$ cat config.mk
export PLATFORM = sky130hd
export DESIGN_NAME = spi_req_arbiter
export DESIGN_NICKNAME = d
export VERILOG_FILES = /design/src/rtl/spi_req_arbiter.sv
export SDC_FILE = /design/constraint.sdc
export NUM_CORES = 1
export LEC_CHECK = 0
export ABC_AREA = 1
export CAP_MARGIN = 20
export CORE_MARGIN = 2
export CORE_UTILIZATION = 38
export DETAILED_ROUTE_END_ITERATION = 7
export GPL_TIMING_DRIVEN = 0
export PLACE_DENSITY = 0.76
export REMOVE_ABC_BUFFERS = 1
export SLEW_MARGIN = 20
export SYNTH_ARGS = -nofsm -noshare
export SYNTH_HDL_FRONTEND = slang
export SYNTH_SLANG_ARGS = --single-unit
$ cat constraint.sdc
create_clock -name clk_m -period 1.7 [get_ports clk_m]
set_input_delay 0.34 -clock clk_m [delete_from_list [all_inputs] [get_ports clk_m]]
set_output_delay 0.34 -clock clk_m [all_outputs]
set_load 0.05 [all_outputs]
$ cat src/rtl/spi_req_arbiter.sv
// Round-robin arbiter sharing one master_spi between NUM_REQ requesters,
// with an idle gap after each transfer and a per-transfer timeout.
module spi_req_arbiter #(
    parameter int DATA_WIDTH = 8,
    parameter int NUM_REQ    = 4,
    parameter int GAP_CYCLES = 2,
    parameter int TIMEOUT    = 255
) (
    input  logic                          clk_m,
    input  logic                          rst,
    input  logic [NUM_REQ-1:0]            req,
    input  logic [NUM_REQ*DATA_WIDTH-1:0] wdata,
    output logic [NUM_REQ-1:0]            gnt,
    output logic [NUM_REQ-1:0]            done,
    output logic [DATA_WIDTH-1:0]         rdata,
    output logic                          timeout,
    output logic                          busy,
    output logic                          m_start,
    output logic [DATA_WIDTH-1:0]         m_data_in,
    input  logic                          m_finish,
    input  logic [DATA_WIDTH-1:0]         m_data_out
);

    localparam int IW = $clog2(NUM_REQ);
    localparam int TW = $clog2(TIMEOUT + 1);
    localparam int GW = (GAP_CYCLES > 0) ? $clog2(GAP_CYCLES + 1) : 1;

    localparam logic [IW-1:0] LAST_INIT = IW'(NUM_REQ - 1);
    localparam logic [TW-1:0] TO_LAST   = TW'(TIMEOUT - 1);
    localparam logic [GW-1:0] GAP_LAST  = GW'(GAP_CYCLES);

    typedef enum logic [1:0] {
        IDLE,
        START,
        WAIT,
        GAP
    } state_t;

    state_t                state_q, state_d;
    logic [IW-1:0]         idx_q, idx_d;
    logic [IW-1:0]         last_q, last_d;
    logic [NUM_REQ-1:0]    gnt_q, gnt_d;
    logic [NUM_REQ-1:0]    done_q, done_d;
    logic                  to_q, to_d;
    logic [DATA_WIDTH-1:0] rdata_q, rdata_d;
    logic                  mstart_q, mstart_d;
    logic [DATA_WIDTH-1:0] mdata_q, mdata_d;
    logic [TW-1:0]         tcnt_q, tcnt_d;
    logic [GW-1:0]         gcnt_q, gcnt_d;

    logic [DATA_WIDTH-1:0] word [NUM_REQ];
    logic                  pick_vld;
    logic [IW-1:0]         pick_idx;
    logic [IW-1:0]         cand;

    for (genvar g = 0; g < NUM_REQ; g++) begin : g_word
        assign word[g] = wdata[g*DATA_WIDTH +: DATA_WIDTH];
    end

    // Scan starts just past the last served requester, wrapping modulo NUM_REQ.
    always_comb begin
        pick_vld = 1'b0;
        pick_idx = '0;
        cand     = '0;
        for (int k = 1; k <= NUM_REQ; k++) begin
            cand = IW'((int'(last_q) + k) % NUM_REQ);
            if (!pick_vld && req[cand]) begin
                pick_vld = 1'b1;
                pick_idx = cand;
            end
        end
    end

    always_comb begin
        state_d  = state_q;
        idx_d    = idx_q;
        last_d   = last_q;
        gnt_d    = gnt_q;
        done_d   = done_q;
        to_d     = to_q;
        rdata_d  = rdata_q;
        mstart_d = 1'b0;
        mdata_d  = mdata_q;
        tcnt_d   = tcnt_q;
        gcnt_d   = gcnt_q;
        unique case (state_q)
            IDLE: begin
                if (pick_vld) begin
                    idx_d           = pick_idx;
                    gnt_d           = '0;
                    gnt_d[pick_idx] = 1'b1;
                    mdata_d         = word[pick_idx];
                    mstart_d        = 1'b1;
                    state_d         = START;
                end
            end
            START: begin
                tcnt_d  = '0;
                state_d = WAIT;
            end
            WAIT: begin
                // A finish landing on the terminal count still counts as success.
                if (m_finish) begin
                    rdata_d        = m_data_out;
                    done_d[idx_q]  = 1'b1;
                    last_d         = idx_q;
                    gcnt_d         = '0;
                    state_d        = GAP;
                end else if (tcnt_q == TO_LAST) begin
                    rdata_d        = '0;
                    done_d[idx_q]  = 1'b1;
                    to_d           = 1'b1;
                    last_d         = idx_q;
                    gcnt_d         = '0;
                    state_d        = GAP;
                end else begin
                    tcnt_d = tcnt_q + 1'b1;
                end
            end
            GAP: begin
                done_d = '0;
                to_d   = 1'b0;
                gnt_d  = '0;
                if (gcnt_q == GAP_LAST) begin
                    state_d = IDLE;
                end else begin
                    gcnt_d = gcnt_q + 1'b1;
                end
            end
            default: state_d = IDLE;
        endcase
    end

    always_ff @(posedge clk_m or posedge rst) begin
        if (rst) begin
            state_q  <= IDLE;
            idx_q    <= '0;
            last_q   <= LAST_INIT;
            gnt_q    <= '0;
            done_q   <= '0;
            to_q     <= 1'b0;
            rdata_q  <= '0;
            mstart_q <= 1'b0;
            mdata_q  <= '0;
            tcnt_q   <= '0;
            gcnt_q   <= '0;
        end else begin
            state_q  <= state_d;
            idx_q    <= idx_d;
            last_q   <= last_d;
            gnt_q    <= gnt_d;
            done_q   <= done_d;
            to_q     <= to_d;
            rdata_q  <= rdata_d;
            mstart_q <= mstart_d;
            mdata_q  <= mdata_d;
            tcnt_q   <= tcnt_d;
            gcnt_q   <= gcnt_d;
        end
    end

    assign gnt       = gnt_q;
    assign done      = done_q;
    assign rdata     = rdata_q;
    assign timeout   = to_q;
    assign busy      = (state_q != IDLE);
    assign m_start   = mstart_q;
    assign m_data_in = mdata_q;

endmodule

-- After elaboration in Yosys (flattened, before gate mapping)
Index checks and enable logic that the tools add are counted.
- output and inout bits: 27
- input port bits: 47
- bits in registers: 42
- word-level logic and storage cells: 111
- equal/unequal tests: 12
- order comparisons: 9
- bitwise operators: 2
- mux-type cells: 49
- reduce and logical (&&, ||, !) cells: 22
- $add $sub $neg: 6
- operator list (kind ; number):
    8-bit two-way mux ; 6
    2-bit two-way mux ; 13
    2-bit by 3-bit less-than comparator with 1-bit output (second input constant) ; 6
    8-bit binary-select mux with 2-bit select ; 1
    4-bit case mux with 2 select lines ; 2
    8-bit case mux with 2 select lines ; 1
    1-bit two-way mux ; 14
    4-bit two-way mux ; 3
    2-bit inequality test (second input constant) ; 6
    3-bit AND reduction ; 4
    2-bit nonzero test ; 5
    8-bit by 1-bit adder with 8-bit output (second input constant) ; 1
    1-bit binary-select mux with 2-bit select ; 4
    8-bit == test (second input constant) ; 1
    2-bit case mux with 4 select lines ; 1
    2-bit AND reduction ; 4
    2-bit by 1-bit adder with 2-bit output (second input constant) ; 3
    2-bit == test (second input constant) ; 3
    1-bit logical AND ; 5
    2-bit adder (second input constant) ; 2
    1-bit demux with 2-bit select ; 2
    2-bit by 1-bit >= comparator with 1-bit output (second input constant) ; 2
    4-bit bitwise OR ; 1
    2-bit case mux with 2 select lines ; 1
    other kinds (7) ; 9

-- Logic depth before layout (Yosys ltp)
Gate-level depths: netlist (run 1).
- depth after elaboration: 19
- mapped depth: 17
- depth with buffers taken out: 15

-- Worst setup path before layout (run 1)
Ideal clock, no wire load.
- kind: reg-to-reg
- start point: reg last_q[0]
- end point: reg mdata_q[7] (netlist: m_data_in[7])
- arrival: 1.691 ns
- required time: 1.582 ns
- buffers on the path: 2
- library setup time: 0.118 ns
- clock period less this slack: 1.808 ns
- cell stages (with the launch flop): 18
- setup slack: -0.108 ns
- cell sequence: dfstp_2 > buf_6 > inv_6 > nand2_1 > nand2_1 > nand2_2 > nand2_4 > nor2_4 > nand3_2 > nand2_4 > nand2_4 > buf_6 > nand2_1 > nand2_1 > nand2_1 > nand2_1 > nand2_1 > nand2_1
- longest elaborated chain between the ends: 17
- elaborated cells between the ends (all ways): 31
- those cells by class: add/sub (4); mux (19); bitwise (1); reduce/logical (7)
- RTL lines (element ; RTL line ; text):
    from (decl) ; 41 ; logic [IW-1:0] last_q, last_d;
    from (signal assigned) ; 150 ; last_q <= last_d;
    2-bit by 1-bit adder with 2-bit output ; 66 ; cand = IW'((int'(last_q) + k) % NUM_REQ);
    1-bit binary-select mux with 2-bit select ; 67 ; if (!pick_vld && req[cand]) begin
    1-bit two-way mux (implied by the code) ; 67 ;
    1-bit two-way mux ; 67 ;
    1-bit zero test ; 67 ;
    1-bit logical AND ; 67 ;
    1-bit two-way mux ; 67 ;
    1-bit zero test ; 67 ;
    1-bit logical AND ; 67 ;
    1-bit two-way mux ; 67 ;
    1-bit zero test ; 67 ;
    1-bit logical AND ; 67 ;
    2-bit two-way mux ; 67 ;
    2-bit inverter with 3-bit output (implied by the code) ; 92 ; mdata_d = word[pick_idx];
    8-bit binary-select mux with 2-bit select ; 92 ;
    8-bit two-way mux (implied by the code) (2 in series) ; 92 ;
    to (signal assigned) ; 156 ; mdata_q <= mdata_d;
    to (decl) ; 47 ; logic [DATA_WIDTH-1:0] mdata_q, mdata_d;
Parallel ways exist; a longest one is shown, timed or not. The select of a mux whose other input is x is not followed.
A chain may end at the register's enable or synchronous reset.

-- Final worst setup path (run 1)
- start point: reg last_q[0]
- end point: reg mdata_q[0] (netlist: m_data_in[0])
Same word-level chain as after synthesis.

==> out/metrics.cfg, run 1 <==
[sta]
skew_ns = 0.00714
fmax_ghz = 0.497
setup_viol = 17
finalHoldViolations = 0
slew_violations = 0
fin_crit_ns = 2.01
slew_headroom = 0.654
min_period_over_period = 1.18
tightest_slew_ns = 0.521
fin_ws_ns = -0.310
rsz0062_at_grt = true

[worst_setup_path]
cp_max_fo = 7
rrSetupSlack_ns = -0.31
end_kind = register
critPathKind = register to register
cp_slowest_cell = dfstp_2
crit_arrival_ns = 2.20
path_common_cell = nand2_1
crit-reg2reg-launch = last_q[0]
critPathLaunch = last_q[0]
worstPathCellList = buf_6, nand2_2, nand2_2, nand2_2, nand2_4, nor2_4, nor2_4, nand2_8, buf_6, nand3_2, nand2_1, nand2_1, nand2_1, nand2_1, nand2_1
cpPeakStageDelay_ns = 0.63
worstPathRequired_ns = 1.89
cp-start-kind = register

[cts]
cts-root-buf = clkbuf_8
clk_latency_ns = 0.30
clk_path_buf_depth = 2
cts.reportedPaths.clkPinSlew_ns = 0.08
tritoncts = done
cts_buffers = 5
clkSinkCount = 42
cts_max_level = 2

[global_routing]
grt_pass1_vias = 2543
grt-ovfl-total = 0
grt_max_degree = 34
grt_pass1_wl_um = 11800
antenna_found_initial = 0
grtUsageTotal = 0.202

[drt]
top_layer_used = met4
drt-met1-wl_um = 3180
drt_iter0_drc = 233
via_per_inst = 5.14
wl_met3_um = 386
totalWireLength_um = 7560
drt_pass1_iterations = 6
route.detailed.drc = 0
antenna_left = 0
dr_wl_met2_um = 3820
wl_per_cell_um = 14.5
via_count = 2687

[floorplanning]
die_w_um = 84.9
die_height_um = 84.9
num_rows = 29
die-area_um2 = 7210
ios = 74
core_um2 = 6350
start_util = 0.392

[power_and_ir_drop]
irDropWorstVdd_mv = 1.10
p_int_w = 0.00440
swShare = 0.526
clockPowerShare = 0.103
p_leak_nw = 1.98
power_w = 0.00927
sequentialPowerShare = 0.183
p_sw_w = 0.00488
p_per_area_nw_per_um2 = 2350
combinationalPowerShare = 0.714

[min_path]
min_path_type = primary input to asynchronous set/reset pin

[cells_and_area]
n_antenna_cell = 0
seq_area_um2 = 1050
nFillCells = 507
nets = 499
postLayoutCoreUtil = 0.621
multiInputGateArea_um2 = 1520
drive_gt1_frac = 0.278
area_growth_pct = 58.7

[synthesis]
ys_seq_area_frac = 0.424
yosys-top-cells-area = dfrtp_1 40%, nand2_1 20%, nand3_1 6.4%, inv_1 4.4%, nand2_2 4.0%
synth_top_cell_area_share = 0.402
yosysTopAreaCell = dfrtp_1
ys_ff_latch = 42
syn_area_per_cell_um2 = 7.34
netlist_area_um2 = 2490
yosysMostFrequentCell = nand2_1
synth_edf_count = 0
synth_top_flop_cell = dfrtp_1
synthArstFlopShare = 1.00
synth_warnings = 0
yosys-top-cells-count = 134 x nand2_1, 40 x dfrtp_1, 32 x nand3_1, 29 x inv_1, 18 x o21ai_0
synth_cell_types = 30
syn_inst = 339

[outcome]
violations = negative setup slack
status = complete, but fails checks

[place]
pre_cts_ws_ns = -0.923
gp_congestion = 0.771
portBuffers = 73
dp_hpwl_um = 4520

[flow_run]
cap_violations = 0

sequential cells by signal, summed over array words and instances, names as in the netlist:
signal and cells:
m_data_in 8, rdata 8, tcnt_q 8, done 4, gnt 4, gcnt_q 2, idx_q 2, last_q 2
state_q 2, m_start 1, timeout 1
per-stage QoR:
| stage | setup TNS [ns] | hold WS, ns | area [um^2] | cells |
|---|---|---|---|---|
| after floorplan | -4.17 | 0.456 | 2400 | 327 |
| after global placement | -43.83 | 0.455 | 3230 | 477 |
| after detailed placement | -20.48 | 0.458 | 3250 | 478 |
| after CTS | -4.11 | 0.277 | 3720 | 511 |
| after global routing | -6.35 | 0.273 | 3950 | 523 |
| final | -3.99 | 0.271 | 3950 | 523 |
area by class of cell:
type                       instances  area share
inverter                          32      0.0333
tap                               77      0.0244
clock buffer                       5      0.0174
clock inverter                     3      0.0174
multi-input combinational        257       0.385
sequential                        42       0.267
timing repair buffer             107       0.256
layer usage:
| layer | GRT usage | vias up |
|---|---|---|
| li1 | - | 1294 |
| met1 | 0.264 | 1277 |
| met2 | 0.336 | 99 |
| met3 | 0.0418 | 17 |
| met4 | 0.0707 | 0 |
| met5 | 0 | - |
power groups by stage:
stage / logic [W] / registers (W) / clock network [W]
after detailed placement: 0.00483 / 0.00172 / 0
after floorplan: 0.00262 / 0.00255 / 0
after global routing: 0.00718 / 0.00175 / 0.00102
after global placement: 0.00468 / 0.00171 / 0
final: 0.00662 / 0.00170 / 0.000956
after CTS: 0.00590 / 0.00169 / 0.000962
placed cells by master, fill, tap and decap left out, types with 7 or more instances in the layout:
master	n
inv_2	7
dfrtp_1	40
nand3_2	11
nand3_1	20
nand2_4	7
inv_1	22
nand2_1	115
nand2_2	32
buf_4	24
o21ai_0	13
dlygate4sd2_1	27
nor2_1	10
clkdlybuf4s50_1	45
buf_6	9
worst paths after layout:
path | end | cells past startpoint
max | m_data_in[0] | 15
min | rdata[7] | 2
max reg2reg | m_data_in[0] | 15
min reg2reg | rdata[0] | 2
max in group asynchronous | last_q[1] | 3
min in group clk_m | rdata[0] | 2
logic make-up (layout without fill, tap and decap cells):
kind of cell,Yosys count,count (layout),share of synthesized area
compound gates,38,38,0.0875
xor+xnor,2,2,0.00704
flops,42,42,0.424
simple gates,206,210,0.363
buf+inv,44,147,0.0840
fa+ha+maj,7,7,0.0352
repair_timing:
item,CTS,global route
hold buffers,0,0
cloned,4,0
gates resized for setup,75,36
pin swaps,26,25
buffers inserted,21,12
setup endpoints to repair,69,26
critical path, delay by kind of cell (launching register included):
kind / cells / cell delay (ns)
simple gates: 13 / 0.98
flops: 1 / 0.63
buf+inv: 2 / 0.29
Power figures use the tool's default switching activity.
==> run 2, diff against run 1 <==
--- a/config.mk
+++ b/config.mk
@@ -5,13 +5,13 @@
 export SDC_FILE = /design/constraint.sdc
 export NUM_CORES = 1
 export LEC_CHECK = 0
-export ABC_AREA = 1
 export CAP_MARGIN = 20
 export CORE_MARGIN = 2
 export CORE_UTILIZATION = 38
+export CTS_CLUSTER_DIAMETER = 80
 export DETAILED_ROUTE_END_ITERATION = 7
 export GPL_TIMING_DRIVEN = 0
-export PLACE_DENSITY = 0.76
+export PLACE_DENSITY = 0.78
 export REMOVE_ABC_BUFFERS = 1
 export SLEW_MARGIN = 20
 export SYNTH_ARGS = -nofsm -noshare
==> run 2 against run 1 <==
  * The run still ends with negative setup slack left
  * Via count fell by 21%
  * Routed wire length fell by 11%
  * Combinational power fell by 44%
  * Sequential share of layout area rose by 3.8 points
  * Clock-buffer cell count rose by 1
  * Core utilization rose by 0.052 points
  * Synthesized cell count fell by 35%
  * Final area fell by 12%
  * Critical endpoint is now m_data_in[3]
==> out/metrics.cfg, run 2 <==
[cells_and_area]
final_common_cell = clkdlybuf4s50_1  ; was nand2_1
area_growth_pct = 55.3  ; was 58.7%
postLayoutCoreUtil = 0.622  ; was 0.621
n_antenna_cell = 0  ; unchanged
final_area_um2 = 3470  ; was 3950 um^2
mostFrequentLayoutCells = 42 x clkdlybuf4s50_1, 38 x dfrtp_1, 29 x dlygate4sd2_1  ; was 115 x nand2_1, 45 x clkdlybuf4s50_1, 40 x dfrtp_1
nFillCells = 431  ; was 507
drive_gt1_frac = 0.240  ; was 0.278
nets = 370  ; was 499
fin_cells = 389  ; was 523

[cts]
cts.reportedPaths.clkPinSlew_ns = 0.08  ; about the same
cts_max_level = 2  ; unchanged
clkSinkCount = 42  ; unchanged
clk_latency_ns = 0.30  ; about the same
cts-root-buf = clkbuf_8  ; unchanged
tritoncts = done  ; unchanged
clk_path_buf_depth = 2  ; unchanged
cts_buffers = 5  ; unchanged
hold_buffers = 0  ; unchanged

[synthesis]
synth_top_cell_area_share = 0.448  ; was 0.402
synth_warnings = 0  ; unchanged
syn_area_per_cell_um2 = 10.2  ; was 7.34 um^2
yosysTopAreaCell = dfrtp_1  ; unchanged
syn_inst = 219  ; was 339
synthArstFlopShare = 1.00  ; unchanged
yosys-top-cells-area = dfrtp_1 45%, a211oi_1 5.0%, a22o_1 3.9%, ha_1 3.9%, mux2i_1 3.6%  ; was dfrtp_1 40%, nand2_1 20%, nand3_1 6.4%, inv_1 4.4%, nand2_2 4.0%
yosysMostFrequentCell = dfrtp_1  ; was nand2_1
synth_top_flop_cell = dfrtp_1  ; unchanged
synth_cell_types = 48  ; was 30
synth_edf_count = 0  ; unchanged
yosys-top-cells-count = 40 x dfrtp_1, 17 x inv_1, 16 x nor2_1, 15 x a211oi_1, 15 x o21ai_0  ; was 134 x nand2_1, 40 x dfrtp_1, 32 x nand3_1, 29 x inv_1, 18 x o21ai_0
ys_ff_latch = 42  ; unchanged
netlist_area_um2 = 2230  ; was 2490 um^2
ys_seq_area_frac = 0.472  ; was 0.424

[sta]
fin_crit_ns = 1.78  ; was 2.01 ns
finalHoldViolations = 0  ; unchanged
min_period_over_period = 1.05  ; was 1.18
setup_viol = 4  ; was 17
slew_headroom = 0.636  ; was 0.654
tightest_slew_ns = 0.548  ; was 0.521 ns
fmax_ghz = 0.561  ; was 0.497 GHz
rsz0062_at_grt = true  ; unchanged
setup_tns_ns = -0.245  ; was -3.99 ns
slew_violations = 0  ; unchanged
skew_ns = 0.00681  ; was 0.00714 ns
fin_ws_ns = -0.0834  ; was -0.310 ns

[global_routing]
grtUsageTotal = 0.193  ; was 0.202
grt_pass1_wl_um = 9720  ; was 11,800 um
grt_max_degree = 23  ; was 34
grt_pass1_vias = 1988  ; was 2,543
grt-ovfl-total = 0  ; unchanged
antenna_found_initial = 0  ; unchanged

[place]
portBuffers = 73  ; unchanged
pre_cts_ws_ns = -0.658  ; was -0.923 ns
gp_congestion = 0.802  ; was 0.771
placed_area_um2 = 3000  ; was 3250 um^2
dp_hpwl_um = 4110  ; was 4520 um
place_inst = 356  ; was 478

[drt]
via_count = 2121  ; was 2,687
via_per_inst = 5.45  ; was 5.14
drt_pass1_iterations = 4  ; was 6
totalWireLength_um = 6770  ; was 7560 um
antenna_left = 0  ; unchanged
drt_iter0_drc = 231  ; was 233
route.detailed.drc = 0  ; unchanged
wl_per_cell_um = 17.4  ; was 14.5 um

[worst_setup_path]
worstPathRequired_ns = 1.88  ; was 1.89 ns
cp-start-kind = register  ; unchanged
critPathKind = register to register  ; unchanged
end_kind = register  ; unchanged
critPathLaunch = last_q[1]  ; was last_q[0]
cp_max_fo = 5  ; was 7
crit-reg2reg-launch = last_q[1]  ; was last_q[0]
crit_arrival_ns = 1.96  ; was 2.20 ns

[min_path]
min_path_type = primary input to asynchronous set/reset pin  ; unchanged

[floorplanning]
ios = 74  ; unchanged
start_util = 0.400  ; was 0.392
die_w_um = 80.6  ; was 84.9 um
core_um2 = 5570  ; was 6350 um^2
die_height_um = 80.6  ; was 84.9 um
die-area_um2 = 6500  ; was 7210 um^2
num_rows = 27  ; was 29

[power_and_ir_drop]
p_per_area_nw_per_um2 = 1800  ; was 2350 nW/um^2
p_leak_nw = 1.54  ; was 1.98 nW
irDropWorstVdd_mv = 0.985  ; was 1.10 mV

[outcome]
status = complete, but fails checks  ; unchanged
violations = negative setup slack  ; unchanged

[flow_run]
cap_violations = 0  ; unchanged

## run 2: changes by cell type in the layout (fill, tap and decap cells not counted), moves of 5 or more
cell	before	now
a31oi_1	4	10
nand2_4	7	1
a211oi_2	0	7
inv_1	22	14
nand2_2	32	1
nand3_2	11	0
inv_2	7	2
a211oi_1	0	9
nand3_1	20	3
nand2_1	115	9
mux2i_1	0	8
buf_6	9	0
a22o_1	0	10
## run 2: timing repair
action / CTS / global route
gates cloned: 3 / 0
pin swaps: 7 / 8
setup buffers: 14 / 8
gates resized for setup: 60 / 22
endpoints found under the setup margin: 64 / 34
## run 2: where the power goes
group | internal [W] | switching (W)
Combinational | 0.00138 | 0.00236
Clock | 0.000438 | 0.000355
Sequential | 0.00142 | 0.000292
## run 2: cells by family after synthesis
kind of cell | count (synthesis) | share of synthesized area
xor gates and xnor gates | 2 | 0.00785
and+or+nand+nor | 58 | 0.135
DFF | 42 | 0.472
buffers and inverters | 27 | 0.0645
muxes | 10 | 0.0460
adders and majority gates | 7 | 0.0392
AOI/OAI and AO/OA | 73 | 0.235
## run 2: final timing paths
kind                           endpoint  slack [ns]  depth (start not counted)
max                        m_data_in[3]       -0.08                          6
min in group clk_m               gnt[0]        0.50                          1
min reg2reg                      gnt[0]        0.50                          1
max in group asynchronous    state_q[0]        0.85                          3
max reg2reg                m_data_in[3]       -0.08                          6
min                            rdata[2]        0.37                          2
## run 2: metal layers
layer / wire length [um] / GRT usage
met1: 2910 / 0.260
met2: 3430 / 0.308
met3: 273 / 0.0449
met4: 158 / 0.0576
met5: 0 / 0
## run 2: layout make-up
| cell class | instances | area, um^2 | share of cell area |
|---|---|---|---|
| clock buffer | 6 | 72.6 | 0.0209 |
| clock inverter | 2 | 37.5 | 0.0108 |
| inverter | 18 | 72.6 | 0.0209 |
| multi-input combinational | 153 | 1250 | 0.361 |
| sequential | 42 | 1060 | 0.305 |
| tap | 72 | 90.1 | 0.0260 |
| timing repair buffer | 96 | 887 | 0.256 |
## run 2: critical path, cell delays in order (launching register included)
cell      delay, ns
dfstp_2        0.58
nor3b_1        0.09
a311oi_4       0.31
buf_4          0.17
nand2_2        0.10
a211oi_1       0.31
a211oi_1       0.09
## run 2: stage by stage
stage / total power [W] / hold WS, ns
after floorplan: 0.00389 / 0.469
final: 0.00625 / 0.371
after global routing: 0.00654 / 0.416
after global placement: 0.00488 / 0.482
after CTS: 0.00590 / 0.388
after detailed placement: 0.00496 / 0.492
